$ cat src/rtl/stack_mem_ctrl_pkg.sv
// stack_mem_ctrl_pkg -- shared types and defaults for the stack/memory controller.
// This package holds the FSM state enum, the op-priority encoding and the size defaults.
package stack_mem_ctrl_pkg;

   localparam int          ADDR_W_DEF  = 12;
   localparam int          DATA_W_DEF  = 16;
   localparam logic [11:0] SP_INIT_DEF = 12'hFFF;

   // Controller sequencing states.
   typedef enum logic [2:0] {
      ST_IDLE     = 3'd0,
      ST_PUSH_LO  = 3'd1,
      ST_PUSH_CCR = 3'd2,
      ST_POP_2    = 3'd3,
      ST_POP_3    = 3'd4
   } state_e;

   // Decoded operation, listed from highest to lowest priority.
   typedef enum logic [3:0] {
      OP_NONE  = 4'd0,
      OP_INT   = 4'd1,
      OP_RTI   = 4'd2,
      OP_RET   = 4'd3,
      OP_CALL  = 4'd4,
      OP_POP   = 4'd5,
      OP_PUSH  = 4'd6,
      OP_LOAD  = 4'd7,
      OP_STORE = 4'd8
   } op_e;

   // Resolve several simultaneous op flags to the single highest-priority op.
   function automatic op_e decode_op(
      input logic f_int,
      input logic f_rti,
      input logic f_ret,
      input logic f_call,
      input logic f_pop,
      input logic f_push,
      input logic f_load,
      input logic f_store
   );
      op_e op;
      if      (f_int)   op = OP_INT;
      else if (f_rti)   op = OP_RTI;
      else if (f_ret)   op = OP_RET;
      else if (f_call)  op = OP_CALL;
      else if (f_pop)   op = OP_POP;
      else if (f_push)  op = OP_PUSH;
      else if (f_load)  op = OP_LOAD;
      else if (f_store) op = OP_STORE;
      else              op = OP_NONE;
      return op;
   endfunction

endpackage

$ cat src/rtl/stack_mem_ctrl_sp_unit.sv
// stack_mem_ctrl_sp_unit -- stack pointer register with decrement (push),
// increment (pop) and hold. Optional macro STACK_GUARD_EN blocks a push at
// SP=0 or a pop at SP=SP_INIT and raises a sticky error instead of wrapping.
module stack_mem_ctrl_sp_unit
   import stack_mem_ctrl_pkg::*;
#(
   parameter int                ADDR_W  = ADDR_W_DEF,
   parameter logic [ADDR_W-1:0] SP_INIT = SP_INIT_DEF
) (
   input  logic              clk,
   input  logic              rst,
   input  logic              push_i,
   input  logic              pop_i,
   output logic [ADDR_W-1:0] sp_o,
   output logic              ok_o,
   output logic              err_o
);

   logic [ADDR_W-1:0] sp_q;
   logic [ADDR_W-1:0] sp_d;
   logic              blocked;

`ifdef STACK_GUARD_EN
   logic err_q;
   logic err_d;

   assign blocked = (push_i && (sp_q == '0)) || (pop_i && (sp_q == SP_INIT));

   // Error flag is sticky until reset.
   always_comb begin
      err_d = err_q | blocked;
   end

   // Sticky guard error register.
   always_ff @(posedge clk or negedge rst) begin
      if (!rst) err_q <= 1'b0;
      else      err_q <= err_d;
   end

   assign err_o = err_q;
`else
   assign blocked = 1'b0;
   assign err_o   = 1'b0;
`endif

   // Next SP: push moves down, pop moves up, both modulo 2^ADDR_W.
   always_comb begin
      sp_d = sp_q;
      if (!blocked) begin
         if (push_i)     sp_d = sp_q - 1'b1;
         else if (pop_i) sp_d = sp_q + 1'b1;
      end
   end

   // Stack pointer register.
   always_ff @(posedge clk or negedge rst) begin
      if (!rst) sp_q <= SP_INIT;
      else      sp_q <= sp_d;
   end

   assign sp_o = sp_q;
   assign ok_o = !blocked;

endmodule

$ cat src/rtl/stack_mem_ctrl.sv
// stack_mem_ctrl -- EX/MEM stage controller for load/store and a downward
// growing stack in data memory, including multi-cycle CALL/RET/INT/RTI.
// Optional macro STACK_GUARD_EN turns stack wrap into a sticky stack_err.
// Handshake: an op is accepted in a cycle where in_valid and in_ready are both
// high; in_ready is high only while idle, so multi-cycle ops stall the stage.
module stack_mem_ctrl
   import stack_mem_ctrl_pkg::*;
#(
   parameter int                ADDR_W  = ADDR_W_DEF,
   parameter int                DATA_W  = DATA_W_DEF,
   parameter logic [ADDR_W-1:0] SP_INIT = SP_INIT_DEF
) (
   input  logic              clk,
   input  logic              rst,
   input  logic              in_valid,
   output logic              in_ready,
   input  logic              op_load,
   input  logic              op_store,
   input  logic              op_push,
   input  logic              op_pop,
   input  logic              op_call,
   input  logic              op_ret,
   input  logic              op_int,
   input  logic              op_rti,
   input  logic [ADDR_W-1:0] alu_addr,
   input  logic [DATA_W-1:0] st_data,
   input  logic [31:0]       pc_in,
   input  logic [2:0]        ccr_in,
   input  logic [2:0]        rd_in,
   output logic [ADDR_W-1:0] mem_addr,
   output logic [DATA_W-1:0] mem_wdata,
   output logic              mem_we,
   input  logic [DATA_W-1:0] mem_rdata,
   output logic              wb_valid,
   output logic [DATA_W-1:0] wb_data,
   output logic [2:0]        wb_rd,
   output logic              pc_load,
   output logic [31:0]       pc_out,
   output logic              ccr_load,
   output logic [2:0]        ccr_out,
   output logic [ADDR_W-1:0] sp_out,
   output logic              stack_err,
   output logic [2:0]        dbg_state
);

   state_e            state_q, state_d;
   op_e               seq_q, seq_d;
   logic [15:0]       pc_lo_q, pc_lo_d;
   logic [2:0]        ccr_q, ccr_d;
   logic              wb_valid_q, wb_valid_d;
   logic [DATA_W-1:0] wb_data_q, wb_data_d;
   logic [2:0]        wb_rd_q, wb_rd_d;
   logic              pc_load_q, pc_load_d;
   logic [31:0]       pc_out_q, pc_out_d;
   logic              ccr_load_q, ccr_load_d;
   logic [2:0]        ccr_out_q, ccr_out_d;

   op_e               acc_op;
   logic              push_req;
   logic              pop_req;
   logic              store_we;
   logic              sp_ok;
   logic [ADDR_W-1:0] sp_cur;
   logic [ADDR_W-1:0] sp_inc;
   logic [15:0]       rd_half;
   logic [2:0]        rd_ccr;

   // Only an op presented while idle is taken; otherwise nothing is decoded.
   assign acc_op  = (in_valid && (state_q == ST_IDLE))
                  ? decode_op(op_int, op_rti, op_ret, op_call, op_pop, op_push, op_load, op_store)
                  : OP_NONE;
   assign sp_inc  = sp_cur + 1'b1;
   assign rd_half = 16'(mem_rdata);
   assign rd_ccr  = 3'(mem_rdata);

   stack_mem_ctrl_sp_unit #(
      .ADDR_W  (ADDR_W),
      .SP_INIT (SP_INIT)
   ) u_sp_unit (
      .clk    (clk),
      .rst    (rst),
      .push_i (push_req),
      .pop_i  (pop_req),
      .sp_o   (sp_cur),
      .ok_o   (sp_ok),
      .err_o  (stack_err)
   );

   // Memory port drive: address/data for this cycle and the stack request.
   // Kept free of mem_rdata so the external read path cannot loop back here.
   always_comb begin
      push_req  = 1'b0;
      pop_req   = 1'b0;
      store_we  = 1'b0;
      mem_addr  = sp_cur;
      mem_wdata = '0;
      case (state_q)
         ST_IDLE: begin
            case (acc_op)
               OP_STORE: begin
                  mem_addr  = alu_addr;
                  mem_wdata = st_data;
                  store_we  = 1'b1;
               end
               OP_LOAD: mem_addr = alu_addr;
               OP_PUSH: begin
                  push_req  = 1'b1;
                  mem_wdata = st_data;
               end
               OP_POP, OP_RET, OP_RTI: begin
                  pop_req  = 1'b1;
                  mem_addr = sp_inc;
               end
               OP_CALL, OP_INT: begin
                  push_req  = 1'b1;
                  mem_wdata = DATA_W'(pc_in[31:16]);
               end
               default: ;
            endcase
         end
         ST_PUSH_LO: begin
            push_req  = 1'b1;
            mem_wdata = DATA_W'(pc_lo_q);
         end
         ST_PUSH_CCR: begin
            push_req  = 1'b1;
            mem_wdata = DATA_W'(ccr_q);
         end
         ST_POP_2, ST_POP_3: begin
            pop_req  = 1'b1;
            mem_addr = sp_inc;
         end
         default: ;
      endcase
   end

   // A blocked push (guard build) must not reach memory.
   assign mem_we = store_we | (push_req & sp_ok);

   // FSM next state, operand latching and registered result capture.
   always_comb begin
      state_d    = state_q;
      seq_d      = seq_q;
      pc_lo_d    = pc_lo_q;
      ccr_d      = ccr_q;
      wb_valid_d = 1'b0;
      wb_data_d  = wb_data_q;
      wb_rd_d    = wb_rd_q;
      pc_load_d  = 1'b0;
      pc_out_d   = pc_out_q;
      ccr_load_d = 1'b0;
      ccr_out_d  = ccr_out_q;
      case (state_q)
         ST_IDLE: begin
            case (acc_op)
               OP_LOAD, OP_POP: begin
                  wb_valid_d = 1'b1;
                  wb_data_d  = mem_rdata;
                  wb_rd_d    = rd_in;
               end
               OP_CALL, OP_INT: begin
                  pc_lo_d = pc_in[15:0];
                  ccr_d   = ccr_in;
                  seq_d   = acc_op;
                  state_d = ST_PUSH_LO;
               end
               OP_RET: begin
                  pc_lo_d = rd_half;
                  seq_d   = OP_RET;
                  state_d = ST_POP_2;
               end
               OP_RTI: begin
                  ccr_d   = rd_ccr;
                  seq_d   = OP_RTI;
                  state_d = ST_POP_2;
               end
               default: ;
            endcase
         end
         ST_PUSH_LO: begin
            state_d = (seq_q == OP_INT) ? ST_PUSH_CCR : ST_IDLE;
         end
         ST_PUSH_CCR: begin
            state_d = ST_IDLE;
         end
         ST_POP_2: begin
            if (seq_q == OP_RTI) begin
               pc_lo_d = rd_half;
               state_d = ST_POP_3;
            end else begin
               pc_out_d  = {rd_half, pc_lo_q};
               pc_load_d = 1'b1;
               state_d   = ST_IDLE;
            end
         end
         ST_POP_3: begin
            pc_out_d   = {rd_half, pc_lo_q};
            pc_load_d  = 1'b1;
            ccr_out_d  = ccr_q;
            ccr_load_d = 1'b1;
            state_d    = ST_IDLE;
         end
         default: state_d = ST_IDLE;
      endcase
   end

   // State, latched operands and output registers; reset aborts any sequence.
   always_ff @(posedge clk or negedge rst) begin
      if (!rst) begin
         state_q    <= ST_IDLE;
         seq_q      <= OP_NONE;
         pc_lo_q    <= '0;
         ccr_q      <= '0;
         wb_valid_q <= 1'b0;
         wb_data_q  <= '0;
         wb_rd_q    <= '0;
         pc_load_q  <= 1'b0;
         pc_out_q   <= '0;
         ccr_load_q <= 1'b0;
         ccr_out_q  <= '0;
      end else begin
         state_q    <= state_d;
         seq_q      <= seq_d;
         pc_lo_q    <= pc_lo_d;
         ccr_q      <= ccr_d;
         wb_valid_q <= wb_valid_d;
         wb_data_q  <= wb_data_d;
         wb_rd_q    <= wb_rd_d;
         pc_load_q  <= pc_load_d;
         pc_out_q   <= pc_out_d;
         ccr_load_q <= ccr_load_d;
         ccr_out_q  <= ccr_out_d;
      end
   end

   assign in_ready  = (state_q == ST_IDLE);
   assign wb_valid  = wb_valid_q;
   assign wb_data   = wb_data_q;
   assign wb_rd     = wb_rd_q;
   assign pc_load   = pc_load_q;
   assign pc_out    = pc_out_q;
   assign ccr_load  = ccr_load_q;
   assign ccr_out   = ccr_out_q;
   assign sp_out    = sp_cur;
   assign dbg_state = state_q;

endmodule

$ cat config.mk
export PLATFORM = sky130hd
export DESIGN_NAME = stack_mem_ctrl
export DESIGN_NICKNAME = d
export VERILOG_FILES = /design/src/rtl/stack_mem_ctrl_pkg.sv /design/src/rtl/stack_mem_ctrl_sp_unit.sv /design/src/rtl/stack_mem_ctrl.sv
export SDC_FILE = /design/constraint.sdc
export NUM_CORES = 1
export LEC_CHECK = 0
export CORE_MARGIN = 2
export CORE_UTILIZATION = 26
export DETAILED_ROUTE_END_ITERATION = 10
export PLACE_DENSITY = 0.5
export RECOVER_POWER = 100
export SKIP_CTS_REPAIR_TIMING = 1
export SYNTH_ARGS = -nofsm -noshare
export SYNTH_HDL_FRONTEND = slang
export SYNTH_HIERARCHICAL = 1
export SYNTH_SLANG_ARGS = --single-unit
$ cat constraint.sdc
create_clock -name clk -period 4.3 [get_ports clk]
set_clock_uncertainty 0.15 [all_clocks]
set_input_delay 0.86 -clock clk [delete_from_list [all_inputs] [get_ports clk]]
set_output_delay 0.86 -clock clk [all_outputs]
set_load 0.02 [all_outputs]
======== Word-level counts from Yosys, hierarchy flattened ========
Cells that the tools add are included.
storage, ports and cells
  input bits .............................. 93
  output and inout bits ................... 103
  flip-flop bits (word level) ............. 95
cells by class
  eq/ne operators ......................... 18
  reduce and logical (&&, ||, !) cells .... 21
  muxes and demuxes ....................... 37
  bitwise gates (word level) .............. 1
  add/sub/neg operators ................... 2
operators by type and width
  kind                                                                   count
  16-bit one-hot mux with 2 select lines                                 3
  32-bit one-hot mux with 2 select lines                                 1
  12-bit one-hot mux with 2 select lines                                 2
  16-bit one-hot mux with 3 select lines                                 1
  4-bit two-way mux                                                      9
  32-bit two-way mux                                                     1
  12-bit two-way mux                                                     2
  4-bit by 3-bit == test with 1-bit output (second input constant)       4
  16-bit two-way mux                                                     1
  2-bit OR reduction                                                     7
  12-bit by 1-bit adder with 12-bit output (second input constant)       1
  4-bit by 2-bit == test with 1-bit output (second input constant)       3
  3-bit one-hot mux with 2 select lines                                  2
  4-bit one-hot mux with 3 select lines                                  1
  12-bit by 1-bit subtractor with 12-bit output (second input constant)  1
  3-bit one-hot mux with 3 select lines                                  1
  4-bit by 1-bit == test with 1-bit output (second input constant)       2
  1-bit two-way mux                                                      8
  2-bit AND reduction                                                    4
  2-bit nonzero test                                                     4
  3-bit by 2-bit == test with 1-bit output (second input constant)       2
  1-bit one-hot mux with 2 select lines                                  3
  3-bit OR reduction                                                     2
  4-bit == test (second input constant)                                  1
  other kinds (12)                                                       13

======== Depth between registers and ports, before layout ========
  depth after elaboration ................. 15
  mapped depth ............................ 11

======== By module ========
The synthesis kept the hierarchy.
by module, submodules not included
  module                  seq. area each (µm²)  area each (µm²)  cells each  times used
  stack_mem_ctrl          2077.0                4381.7           405         1
  stack_mem_ctrl_sp_unit  315.3                 937.1            100         1

======== Worst setup path before layout ========
Ideal clock, no wire load.
  path type ............................... input to register
  start ................................... in in_valid
  end ..................................... reg u_sp_unit.sp_q[10] (netlist: u_sp_unit/sp_o[10])
  buffers on the path ..................... 0
  data arrival time ....................... 3.624 ns
  stages .................................. 10
  required time ........................... 4.059 ns
  slack ................................... 0.435 ns
  path through ............................ nor2b_1 > nand3_4 > o2bb2ai_1 > inv_1 > fa_1 > nand2b_1 > a21oi_2 > o211ai_1 > and4_1 > o31ai_1
on the way
  longest elaborated chain between the ends .. 7
  elaborated cells between the ends (all ways) .. 16
  those cells by class .................... eq/ne: 6; mux: 6; reduce/logical: 4
ends and longest elaborated chain
  element                                                                                                      RTL line                      RTL
  start: declaration                                                                                           stack_mem_ctrl.sv:15          input logic in_valid,
  1-bit logical AND *                                                                                          stack_mem_ctrl.sv:69          assign acc_op = (in_valid && (state_q == ST_IDLE))
  4-bit two-way mux *                                                                                          stack_mem_ctrl.sv:70          ? decode_op(op_int, op_rti, op_ret, op_call, op_pop, op_push, op_load, op_store)
  4-bit by 3-bit == test with 1-bit output / 4-bit by 1-bit == test with 1-bit output (equally long branches)  stack_mem_ctrl.sv:99          case (acc_op)
  3-bit OR reduction (no source line) *                                                                        -
  1-bit two-way mux *                                                                                          stack_mem_ctrl.sv:99
  1-bit one-hot mux with 2 select lines *                                                                      stack_mem_ctrl.sv:97          case (state_q)
  via push_req                                                                                                 stack_mem_ctrl.sv:59          logic push_req;
  12-bit two-way mux / 2-bit nonzero test (equally long branches)                                              -
  end signal: assignment                                                                                       stack_mem_ctrl_sp_unit.sv:58  else sp_q <= sp_d;
  end: declaration                                                                                             stack_mem_ctrl_sp_unit.sv:19  logic [ADDR_W-1:0] sp_q;
The timed path passes the listed nets; every way through them passes the cells marked *.
A chain may end at the register's enable or synchronous reset.

======== Worst setup path in the final report ========
  start ................................... in in_valid
  end ..................................... out mem_addr[10]
on the way
  longest elaborated chain between the ends .. 6
  elaborated cells between the ends (all ways) .. 11
  those cells by class .................... eq/ne: 5; mux: 3; reduce/logical: 3
ends and longest elaborated chain
  element                                                           RTL line              RTL
  1-bit logical AND *                                               stack_mem_ctrl.sv:69
  4-bit two-way mux *                                               stack_mem_ctrl.sv:70
  4-bit by 3-bit == test with 1-bit output (tied with other cells)  stack_mem_ctrl.sv:99
  3-bit OR reduction / 2-bit OR reduction (equally long branches)   -
  12-bit one-hot mux with 2 select lines *                          stack_mem_ctrl.sv:99
  12-bit one-hot mux with 2 select lines *                          stack_mem_ctrl.sv:97
  end: declaration                                                  stack_mem_ctrl.sv:30  output logic [ADDR_W-1:0] mem_addr,
Mark *: on every way between the ends. The rest lies on a longest branch, timed or not.

==> flow_metrics.py <==
metrics = {
    "sta": {
        "fin_hold_ws_ns": 0.352,
        "fin_crit_ns": 4.21,
        "setup_violations": 0,
        "rsz0062_at_grt": "no",
        "tightest_slew_ns": 2.38,
        "drv_slew": 56,
        "fmax_mhz": 237,
        "hold_viol_final": 0,
        "relSlewSlack_pct": -59.5,
        "timing.final.crit_share_pct": 98.0,
        "layout_setup_ws_ns": 0.0866,
        "final.setup.tns_ns": 0,
    },
    "power": {
        "p_seq_share_pct": 30.6,
        "peakVddDrop_uv": 307,
        "netSwitchingPower_mw": 2.30,
        "p_clk_share_pct": 14.5,
        "leakage_nw": 3.47,
        "p_sw_share_pct": 42.3,
        "p_int_mw": 3.14,
        "p_comb_share_pct": 54.8,
        "p_per_area_nw_per_um2": 685,
    },
    "worst_setup_path": {
        "critical_path_class": "primary input to primary output",
        "path_cells": "clkdlybuf4s50_1 -> nor2b_2 -> nand2_1 -> a31oi_1 -> buf_4 -> o221ai_1 -> a22o_1 -> dlygate4sd3_1",
        "crit_buf_inv": 3,
        "cp_slowest_cell": "dlygate4sd3_1",
        "cp_max_fo": 11,
        "crit_path_start_kind": "primary input",
        "cp-end-kind": "primary output",
        "rr_startpoint": "dbg_state[1]$_DFFE_PN0P_",
        "crit_family": "buffers and inverters",
        "r2r_end": "pc_out[4]$_DFFE_PN0P_",
        "rr_worst_depth": 4,
        "rrSetupSlack_ns": 0.56,
        "required_ns": 3.29,
        "cp_slowest_stage_delay_ns": 0.64,
        "arrival_ns": 3.20,
    },
    "die": {
        "die_area_um2": 21600,
        "pin_count": 196,
        "die_x_um": 147,
        "core_um2": 20200,
        "rows": 52,
        "die_y_um": 147,
        "initial_core_util_pct": 26.4,
    },
    "yosys": {
        "synth-edff-count": 0,
        "synth_area_um2": 5320,
        "avgSynthCellArea_um2": 10.5,
        "synth_top_area_share_pct": 39.0,
        "synth_area_leader_cell": "dfrtp_1",
        "ys_seq_area_share_pct": 45.0,
        "syn-num-nets": 610,
        "async_flop_share_pct": 100,
        "synth.ff_latch_count": 95,
        "synthFlopType": "dfrtp_1",
        "synth_warnings": 6,
        "synthTopCellsByArea": "dfrtp_1, mux2_2, dfstp_2, mux2i_1, nor2_1",
        "synthCells": 505,
        "synthDistinctLibCells": 66,
    },
    "finish": {
        "multi_input_area_um2": 2680,
        "finalNetCount": 815,
        "fin_util_pct": 39.4,
        "area_growth_pct": 49.4,
        "stdcell_area_um2": 7950,
        "seqCellArea_um2": 2390,
        "n_antenna_cell": 0,
        "drive_gt1_share_pct": 17.2,
        "final.fill_count": 1994,
    },
    "outcome": {
        "violations": "max-capacitance violations, max-slew violations",
        "outcome": "complete, but fails checks",
    },
    "route": {
        "drc": 0,
        "vias": 4682,
        "wl_per_cell_um": 17.5,
        "drt-total-wl_um": 17200,
        "drtIter0Drc": 177,
        "ant_nets": 0,
        "dr.pass1.iters": 5,
        "drt-vias-per-instance": 4.75,
    },
    "global_route": {
        "grt_pass1_vias": 5062,
        "grt_max_degree": 34,
        "grt_pass1_wl_um": 27500,
        "gr-total-overflow": 0,
        "antenna_found_initial": 0,
        "grt_usage_pct": 16.3,
    },
    "clocking": {
        "root_buffer": "clkbuf_16",
        "cts_tree": "done",
        "cts.sinks": 95,
        "cts_buffer_depth": 2,
        "clk_pin_slew_worst_paths_ns": 0.07,
        "clk_latency_ns": 0.35,
        "h-tree-depth": 3,
        "numCtsBuffers": 9,
    },
    "placement": {
        "dpl.hpwl_um": 12900,
        "gp_congestion": 0.833,
        "port_buffers": 194,
        "pre_cts_ws_ns": 0.111,
        "detailed_place.area_um2": 7690,
    },
    "worst_hold_path": {
        "hold_path.startpoint": "wb_data[1]$_DFFE_PN0P_",
        "min_path_cells": 1,
        "min_delay_worst_endpoint": "wb_data[1]$_DFFE_PN0P_",
        "hold_class": "flip-flop to flip-flop",
    },
    "flow_run": {
        "drv_cap": 2,
    },
}
[layout make-up]
class                           count  share of cell area (%)
Clock buffer                        9                    2.83
Clock inverter                      7                   0.803
Inverter                           27                    1.27
Multi-Input combinational cell    357                    33.7
Sequential cell                    95                    30.1
Tap cell                          270                    4.25
Timing Repair Buffer              220                    27.1
[layer usage]
layer	track usage [%]	up-vias	wire length (um)
met1	20.9	2250	7690
met2	26.4	155	8040
li1	-	2254	-
met4	4.90	0	295
met5	0	-	0
met3	4.91	23	1220
[power groups by stage]
stage               clock network, mW  registers, mW  logic (mW)
finish                          0.792           1.67        2.99
global route                    0.864           1.74        3.24
CTS                             0.820           1.69        3.13
detailed placement                  0           1.70        3.11
global placement                    0           1.69        3.10
floorplan                           0           1.94        1.49
[worst max path at each step]
stage | from | endpoint | slack (ns) | cells after the start
floorplan | in_valid | u_sp_unit/sp_o[10]$_DFFE_PN1P_ | 0.44 | 10
global placement | in_valid | mem_addr[2] | 0.11 | 9
detailed placement | op_pop | mem_addr[9] | 0.11 | 8
CTS | in_valid | mem_wdata[0] | 0.07 | 8
global route | op_rti | mem_wdata[1] | 0.03 | 8
finish | in_valid | mem_addr[10] | 0.09 | 8
[synth_stat cells (all sizes together) (2+ instances only)]
cell type / n
a21o: 8
a21oi: 32
a221o: 5
a222oi: 13
a22o: 2
a22oi: 3
a2bb2oi: 2
a31oi: 5
a32oi: 3
a41oi: 2
and2: 3
and3: 3
buf: 20
clkbuf: 6
conb: 2
dfrtp: 83
dfstp: 12
ha: 11
inv: 27
mux2: 55
mux2i: 21
nand2: 37
nand2b: 4
nand3: 9
nor2: 43
nor2b: 7
nor3: 9
nor4: 2
nor4b: 2
o211a: 2
o211ai: 6
o21ai: 19
o221ai: 6
o22ai: 4
o31ai: 2
or3: 3
xnor2: 6
xor2: 13
[worst reg2reg max path: stages (launching register included)]
cell and delay (ns):
dfrtp_1 0.56, nand3b_1 0.17, o21ai_1 1.80, clkbuf_2 0.57
mux2_2 0.38
[stage by stage]
| stage | cells | power [mW] |
|---|---|---|
| 5_1_grt | 985 | 5.84 |
| 3_3_place_gp | 969 | 4.79 |
| 4_1_cts | 985 | 5.64 |
| 2_1_floorplan | 505 | 3.44 |
| 3_5_place_dp | 969 | 4.81 |
| 6_report | 985 | 5.45 |
[cell usage in the layout, fill, tap and decap left out, drive strengths merged, types with 4 or more instances in the layout]
cell	Yosys	routed
nand3	9	9
o211ai	6	6
xnor2	6	6
ha	11	11
mux2i	21	21
xor2	13	13
a221o	5	5
clkdlybuf4s50	0	111
nand2b	4	4
inv	27	31
o22ai	4	4
a21oi	32	32
o221ai	6	6
nor2	43	43
dfrtp	83	83
clkbuf	6	16
a21o	8	8
nor3	9	9
dlygate4sd3	0	81
a222oi	13	13
o21ai	19	19
buf	20	20
dfstp	12	12
mux2	55	55
nor2b	7	7
a31oi	5	5
nand2	37	37
[flip-flops by register name (all words and copies together), names as in the netlist]
register	flops
seq_q	4
pc_lo_q	16
wb_rd	3
ccr_out	3
ccr_q	3
pc_load	1
wb_data	16
u_sp_unit/sp_o	12
pc_out	32
wb_valid	1
dbg_state	3
ccr_load	1
[logic make-up after synthesis]
logic type | synth area share [%]
AO/OA/AOI/OAI | 16.4
XOR/XNOR | 3.13
adder cells (fa/ha/maj) | 2.96
buffers and inverters | 4.89
flip-flops | 45.0
multiplexers | 15.6
other | 0.141
AND/OR/NAND/NOR | 11.9
(Power assumes the default switching activity.)
